<file path="src/rtl/hazard_ctrl.sv">
//------------------------------------------------------------------------------
// hazard_ctrl
// Pipeline sequencing controller for the 5-stage core. Each cycle it decides
// whether PC, IF/ID, ID/EX and EX/MEM advance, hold, or take a bubble. It
// handles load-use hazards, the multi-cycle divider occupying EX, and
// data-memory wait states.
//
// Optional feature macro: MEM_TIMEOUT_EN
//   defined   : a memory stall lasting MEM_TIMEOUT cycles sets the sticky
//               mem_err flag and the pipeline is released from then on
//   undefined : no timeout, mem_err is tied 0
//
// Parameters
//   DIV_CYCLES  total EX-occupancy cycles of a div/divu (>= 2)
//   CNT_W       divide counter width (2**CNT_W > DIV_CYCLES)
//   MEM_TIMEOUT stall cycles before timeout (1..255, MEM_TIMEOUT_EN only)
//
// Ports
//   clk            system clock, rising edge
//   rst            synchronous active-low reset
//   id_Rs, id_Rt   source register fields of the ID instruction
//   id_use_rs/rt   ID instruction actually reads Rs / Rt
//   ex_MemRead     EX instruction is a load
//   ex_wreg        EX destination register
//   ex_div_start   EX instruction is div/divu
//   mem_req        MEM stage has an active data-memory access
//   mem_ready      data memory completes the access this cycle
//   pc_hold, if_id_hold, id_ex_hold, ex_mem_hold   stage hold controls
//   id_ex_bubble   ID/EX loads a NOP (drives stall_id_ex)
//   mem_wb_bubble  MEM/WB loads a NOP
//   div_busy       controller is in S_DIV
//   div_done       divide result valid this cycle
//   mem_err        sticky memory timeout flag
//------------------------------------------------------------------------------
module hazard_ctrl #(
   parameter int DIV_CYCLES  = 32,
   parameter int CNT_W       = 6,
   parameter int MEM_TIMEOUT = 255
) (
   input  logic       clk,
   input  logic       rst,
   input  logic [4:0] id_Rs,
   input  logic [4:0] id_Rt,
   input  logic       id_use_rs,
   input  logic       id_use_rt,
   input  logic       ex_MemRead,
   input  logic [4:0] ex_wreg,
   input  logic       ex_div_start,
   input  logic       mem_req,
   input  logic       mem_ready,
   output logic       pc_hold,
   output logic       if_id_hold,
   output logic       id_ex_hold,
   output logic       id_ex_bubble,
   output logic       ex_mem_hold,
   output logic       mem_wb_bubble,
   output logic       div_busy,
   output logic       div_done,
   output logic       mem_err
);

   typedef enum logic [1:0] {
      S_RUN  = 2'd0,
      S_DIV  = 2'd1,
      S_DONE = 2'd2
   } state_t;

   // Reject unusable parameter sets at elaboration time.
   generate
      if ((DIV_CYCLES < 2) || ((64'd1 << CNT_W) <= 64'(DIV_CYCLES)) ||
          (MEM_TIMEOUT < 1) || (MEM_TIMEOUT > 255)) begin : g_bad_param
         $error("hazard_ctrl: illegal DIV_CYCLES/CNT_W/MEM_TIMEOUT");
      end
   endgenerate

   // True when the EX load writes a register the ID instruction reads.
   function automatic logic load_use_f(
      input logic       mem_read,
      input logic [4:0] wreg,
      input logic [4:0] rs,
      input logic [4:0] rt,
      input logic       use_rs,
      input logic       use_rt
   );
      load_use_f = mem_read && (wreg != 5'd0) &&
                   ((use_rs && (rs == wreg)) || (use_rt && (rt == wreg)));
   endfunction

   state_t           state_r, state_nxt_s;
   logic [CNT_W-1:0] div_cnt_r, div_cnt_nxt_s;
   logic [7:0]       wait_cnt_r, wait_cnt_nxt_s;
   logic             mem_err_r, mem_err_nxt_s;

   logic raw_stall_s, mem_stall_s, load_use_s;
   logic pc_hold_s, if_id_hold_s, id_ex_hold_s, id_ex_bubble_s;
   logic ex_mem_hold_s, mem_wb_bubble_s;

   assign raw_stall_s = mem_req & ~mem_ready;
   assign load_use_s  = load_use_f(ex_MemRead, ex_wreg, id_Rs, id_Rt,
                                   id_use_rs, id_use_rt);

`ifdef MEM_TIMEOUT_EN
   logic timeout_hit_s;
   // Once the flag is set the memory is considered dead and never stalls us.
   assign timeout_hit_s = raw_stall_s & ~mem_err_r &
                          (wait_cnt_r == 8'(MEM_TIMEOUT));
   assign mem_stall_s   = raw_stall_s & ~mem_err_r & ~timeout_hit_s;
   assign mem_err_nxt_s = mem_err_r | timeout_hit_s;
`else
   assign mem_stall_s   = raw_stall_s;
   assign mem_err_nxt_s = 1'b0;
`endif

   // Next-state, divide counter and raw hold/bubble decode.
   always_comb begin
      state_nxt_s     = state_r;
      div_cnt_nxt_s   = div_cnt_r;
      pc_hold_s       = 1'b0;
      if_id_hold_s    = 1'b0;
      id_ex_hold_s    = 1'b0;
      id_ex_bubble_s  = 1'b0;
      ex_mem_hold_s   = 1'b0;
      mem_wb_bubble_s = 1'b0;
      if (mem_stall_s) begin
         // Memory wait freezes everything; hold wins over any bubble.
         pc_hold_s       = 1'b1;
         if_id_hold_s    = 1'b1;
         id_ex_hold_s    = 1'b1;
         ex_mem_hold_s   = 1'b1;
         mem_wb_bubble_s = 1'b1;
      end else begin
         case (state_r)
            S_RUN: begin
               if (ex_div_start) begin
                  pc_hold_s       = 1'b1;
                  if_id_hold_s    = 1'b1;
                  id_ex_hold_s    = 1'b1;
                  ex_mem_hold_s   = 1'b1;
                  mem_wb_bubble_s = 1'b1;
                  div_cnt_nxt_s   = CNT_W'(DIV_CYCLES - 1);
                  state_nxt_s     = S_DIV;
               end else if (load_use_s) begin
                  pc_hold_s      = 1'b1;
                  if_id_hold_s   = 1'b1;
                  id_ex_bubble_s = 1'b1;
               end else begin
                  state_nxt_s = S_RUN;
               end
            end
            S_DIV: begin
               pc_hold_s       = 1'b1;
               if_id_hold_s    = 1'b1;
               id_ex_hold_s    = 1'b1;
               ex_mem_hold_s   = 1'b1;
               mem_wb_bubble_s = 1'b1;
               // <= 1 also catches a corrupted zero count instead of wrapping.
               if (div_cnt_r <= CNT_W'(1)) begin
                  div_cnt_nxt_s = '0;
                  state_nxt_s   = S_DONE;
               end else begin
                  div_cnt_nxt_s = div_cnt_r - CNT_W'(1);
                  state_nxt_s   = S_DIV;
               end
            end
            S_DONE: begin
               // The finished div leaves EX now, so ex_div_start is stale.
               state_nxt_s = S_RUN;
               if (load_use_s) begin
                  pc_hold_s      = 1'b1;
                  if_id_hold_s   = 1'b1;
                  id_ex_bubble_s = 1'b1;
               end else begin
                  pc_hold_s = 1'b0;
               end
            end
            default: begin
               state_nxt_s   = S_RUN;
               div_cnt_nxt_s = '0;
            end
         endcase
      end
   end

   // Wait-cycle counter: saturating while stalled, cleared otherwise.
   always_comb begin
      wait_cnt_nxt_s = 8'd0;
      if (mem_stall_s && (wait_cnt_r != 8'hFF)) begin
         wait_cnt_nxt_s = wait_cnt_r + 8'd1;
      end else if (mem_stall_s) begin
         wait_cnt_nxt_s = wait_cnt_r;
      end else begin
         wait_cnt_nxt_s = 8'd0;
      end
   end

   // State, counters and sticky error register.
   always_ff @(posedge clk) begin
      if (!rst) begin
         state_r    <= S_RUN;
         div_cnt_r  <= '0;
         wait_cnt_r <= 8'd0;
         mem_err_r  <= 1'b0;
      end else begin
         state_r    <= state_nxt_s;
         div_cnt_r  <= div_cnt_nxt_s;
         wait_cnt_r <= wait_cnt_nxt_s;
         mem_err_r  <= mem_err_nxt_s;
      end
   end

   // Outputs are forced low while reset is asserted.
   assign pc_hold       = rst & pc_hold_s;
   assign if_id_hold    = rst & if_id_hold_s;
   assign id_ex_hold    = rst & id_ex_hold_s;
   assign id_ex_bubble  = rst & id_ex_bubble_s;
   assign ex_mem_hold   = rst & ex_mem_hold_s;
   assign mem_wb_bubble = rst & mem_wb_bubble_s;
   assign div_busy      = rst & (state_r == S_DIV);
   assign div_done      = rst & (state_r == S_DONE);
   assign mem_err       = rst & mem_err_r;

endmodule

</file>
<file path="config.mk">
export PLATFORM = sky130hd
export DESIGN_NAME = hazard_ctrl
export DESIGN_NICKNAME = d
export VERILOG_FILES = /design/src/rtl/hazard_ctrl.sv
export SDC_FILE = /design/constraint.sdc
export NUM_CORES = 1
export LEC_CHECK = 0
export CELL_PAD_IN_SITES_DETAIL_PLACEMENT = 0
export CELL_PAD_IN_SITES_GLOBAL_PLACEMENT = 1
export CORE_UTILIZATION = 42
export CTS_CLUSTER_SIZE = 24
export DETAILED_ROUTE_END_ITERATION = 10
export DONT_BUFFER_PORTS = 1
export GPL_ROUTABILITY_DRIVEN = 0
export PLACE_DENSITY_LB_ADDON = 0.1
export SLEW_MARGIN = 20
export SYNTH_ARGS = -nofsm -noshare
export SYNTH_HDL_FRONTEND = slang
export SYNTH_SLANG_ARGS = --single-unit
export TNS_END_PERCENT = 100
</file>
<file path="constraint.sdc">
create_clock -name clk -period 2.2 [get_ports clk]
set_input_delay 0.22 -clock clk [delete_from_list [all_inputs] [get_ports clk]]
set_output_delay 0.22 -clock clk [all_outputs]
set_load 0.05 [all_outputs]
</file>
==> metrics.md <==
| Metric | Value |
|---|---|
| DRT met1 WL | 813 um |
| Root buffer cell | clkbuf_4 |
| Worst clock skew | 0.00688 ns |
| YS warnings | 0 |
| Post-CTS sizing | 0 |
| IO Pins | 32 |
| First-pass GRT wire length | 2.99 mm |
| Leakage | 0.298 nW |
| Met3 wire length | 179 um |
| Congestion Overflow GR | 0 |
| Flip-flop and latch area | 160 sq um |
| Initial core utilization | 44.6% |
| H-tree Lvls | 1 |
| Clock sink count | 8 |
| # diodes | 0 |
| Area of the multi-input gates | 561 sq um |
| Crit path max-delay family | flip-flops |
| Cell Area, Synth | 762 sq um |
| TritonCTS clock tree | yes |
| Worst reg2reg path endpoint | div_cnt_r[5] |
| P per Cell Area | 653 mW/mm^2 |
| Slowest stage cell on the critical path | dfxtp_1 |
| Syn avg cell area | 7.70 sq um |
| Period utilisation layout | 82.8% |
| Worst Path Required | 1.98 ns |
| Initial DRC count | 11 |
| Setup Fix Bufs, Post-CTS | 0 |
| Async set-reset flop share out of synthesis | 0% |
| Least-Margin Pin Slew | 0.531 ns |
| CTS clock-pin slew for the worst setup and hold paths | 0.06 ns |
| Via-to-Cell Ratio | 5.98 |
| Area Growth Syn to Fin | 9.52% |
| CP endpoint kind | output port |
| Most frequent cells in the layout | xor2_1 (8), dfxtp_1 (8), nand2_1 (7) |
| Post-DP HPWL | 1.48 mm |
| Critical path depth in cells | 4 |
| Fillers | 178 |
| Vias in the first global route | 655 |
| Crit Path Class | flip-flop to output port |
| Startpoint types | flip-flop |
| Top post-synthesis cells by area | dfxtp_1 (21%), xor2_1 (9.2%), a21oi_1 (4.6%), buf_4 (3.9%), nand2_1 (3.4%) |
| Row count | 15 |
| Crit Path Max Fanout | 13 |
| Critical-path cell list | o21bai_1 > a21oi_4 > o21bai_2 > buf_4 |
| Final-report max-slew violation count | 0 |
| Cell area after layout | 835 sq um |
| R2R setup slack | 0.42 ns |
| Final worst path period need | 1.82 ns |
| Total GRT Usage | 21.0% |
| Synth top area share | 21.0% |
| TNS Setup | 0 ns |
| Cts hold-fix bufs | 0 |
| Die footprint | 0.00199 sq mm |
| Worst slew margin | 64.2% |
| Clock Latency Late Sink | 0.27 ns |
| Die width | 44.6 um |
| Longest Clk Path Bufs | 2 |
| TritonRoute pass-1 iters | 4 |
| Dpl cell area | 812 sq um |
| Wirelength per Cell | 15.0 um |
| Nets | 128 |
| Initial antenna violation count | 0 |
| Maximum clock rate | 0.549 GHz |
| Share of cells above drive strength 1 | 14.9% |
| Hold Crit Class | input port to flip-flop |
| FF+latch count, synth | 8 |
| Number of synthesized flops with an enable pin | 0 |
| Synthesized Nets | 124 |
| Tot Pwr | 0.545 mW |
| Setup WS post-layout | 0.378 ns |
| Top FF cell, synth | dfxtp_1 |
| Buffers & Inverters on Critical Path | 1 |
| RSZ-0062 raised after global routing | false |
| Syn Inst Count | 99 |
| Drt drc | 0 |
| Die H | 44.6 um |
| Num CTS Buffers | 3 |
| Max Cap Viol | 0 |
| Buffers on Ports | 0 |
| Final WL | 1.89 mm |
| Core footprint | 0.00171 sq mm |
| Max VDD drop | 0.295 mV |
| Outcome | complete, no violations |
| R2R Path Start | div_cnt_r[0] |
| Via count | 753 |
| Post-synth cell types | 42 |
| Largest area contributor in the netlist | dfxtp_1 |
| R2R depth | 6 |
| Final setup fails | 0 |
| Routed wl met2 | 869 um |
| Largest net degree at the start of global routing | 14 |
| Crit path to | pc_hold |
| Routed Antenna Nets | 0 |
| Fin Hold WS | 0.111 ns |
| DR top layer | met4 |
| Seq/Total Area, Yosys | 21.0% |
| Final Hold Viols | 0 |
| CP arrival | 1.60 ns |
| Worst slack at placement | 0.452 ns |
| Slowest stage delay, CP | 0.55 ns |
| Crit. Startpoint | state_r[0] |
where the power goes:
| group | switching, mW | leakage, nW | internal, mW |
|---|---|---|---|
| combinational | 0.139 | 0.219 | 0.0861 |
| sequential | 0.0326 | 0.0659 | 0.162 |
| clock | 0.0614 | 0.0138 | 0.0632 |
synth_stat cells, drive strengths merged (2+ instances only):
library cell	instances
or2	2
o31ai	2
and2	2
a21oi	7
nor3	3
ha	2
nand2	7
or4	3
nor4	4
dfxtp	8
xnor2	2
nor2b	3
o21ai	5
a311oi	2
nor2	4
inv	5
buf	6
a32o	2
xor2	8
o21bai	2
nand2b	3
nand3b	2
per-layer routing:
metal | GRT usage [%] | vias up
met3 | 6.12 | 2
met2 | 29.1 | 46
met4 | 10.3 | 0
li1 | - | 363
met1 | 29.4 | 342
met5 | 0 | -
registers in the layout, summed over array words and instances (netlist names):
| signal | count |
|---|---|
| div_cnt_r | 6 |
| state_r | 2 |
area by class of cell:
class | count | area share (%)
Multi-Input combinational cell | 79 | 67.2
Sequential cell | 8 | 19.2
Timing Repair Buffer | 5 | 4.50
Tap cell | 25 | 3.75
Clock buffer | 3 | 2.70
Inverter | 6 | 2.70
logic make-up after synthesis:
logic type | synth area share, %
and+or+nand+nor | 28.2
DFF | 21.0
other | 0.492
buffers and inverters | 8.21
muxes | 1.31
AOI/OAI and AO/OA | 25.9
adders and majority gates | 3.28
xor gates and xnor gates | 11.5
stage by stage:
stage	util, %	instances
global placement	47.5	123
finish	48.9	126
detailed placement	47.5	123
floorplan	-	99
CTS	48.9	126
global route	48.9	126
how the worst min path moves through the flow:
stage / start / end / slack [ns] / depth (start not counted)
finish: rst / div_cnt_r[4] / 0.11 / 1
global route: rst / div_cnt_r[1] / 0.10 / 1
CTS: rst / div_cnt_r[1] / 0.11 / 1
detailed placement: rst / div_cnt_r[1] / 0.39 / 1
global placement: rst / div_cnt_r[4] / 0.39 / 1
floorplan: rst / div_cnt_r[4] / 0.38 / 1
(Power assumes the default switching activity.)
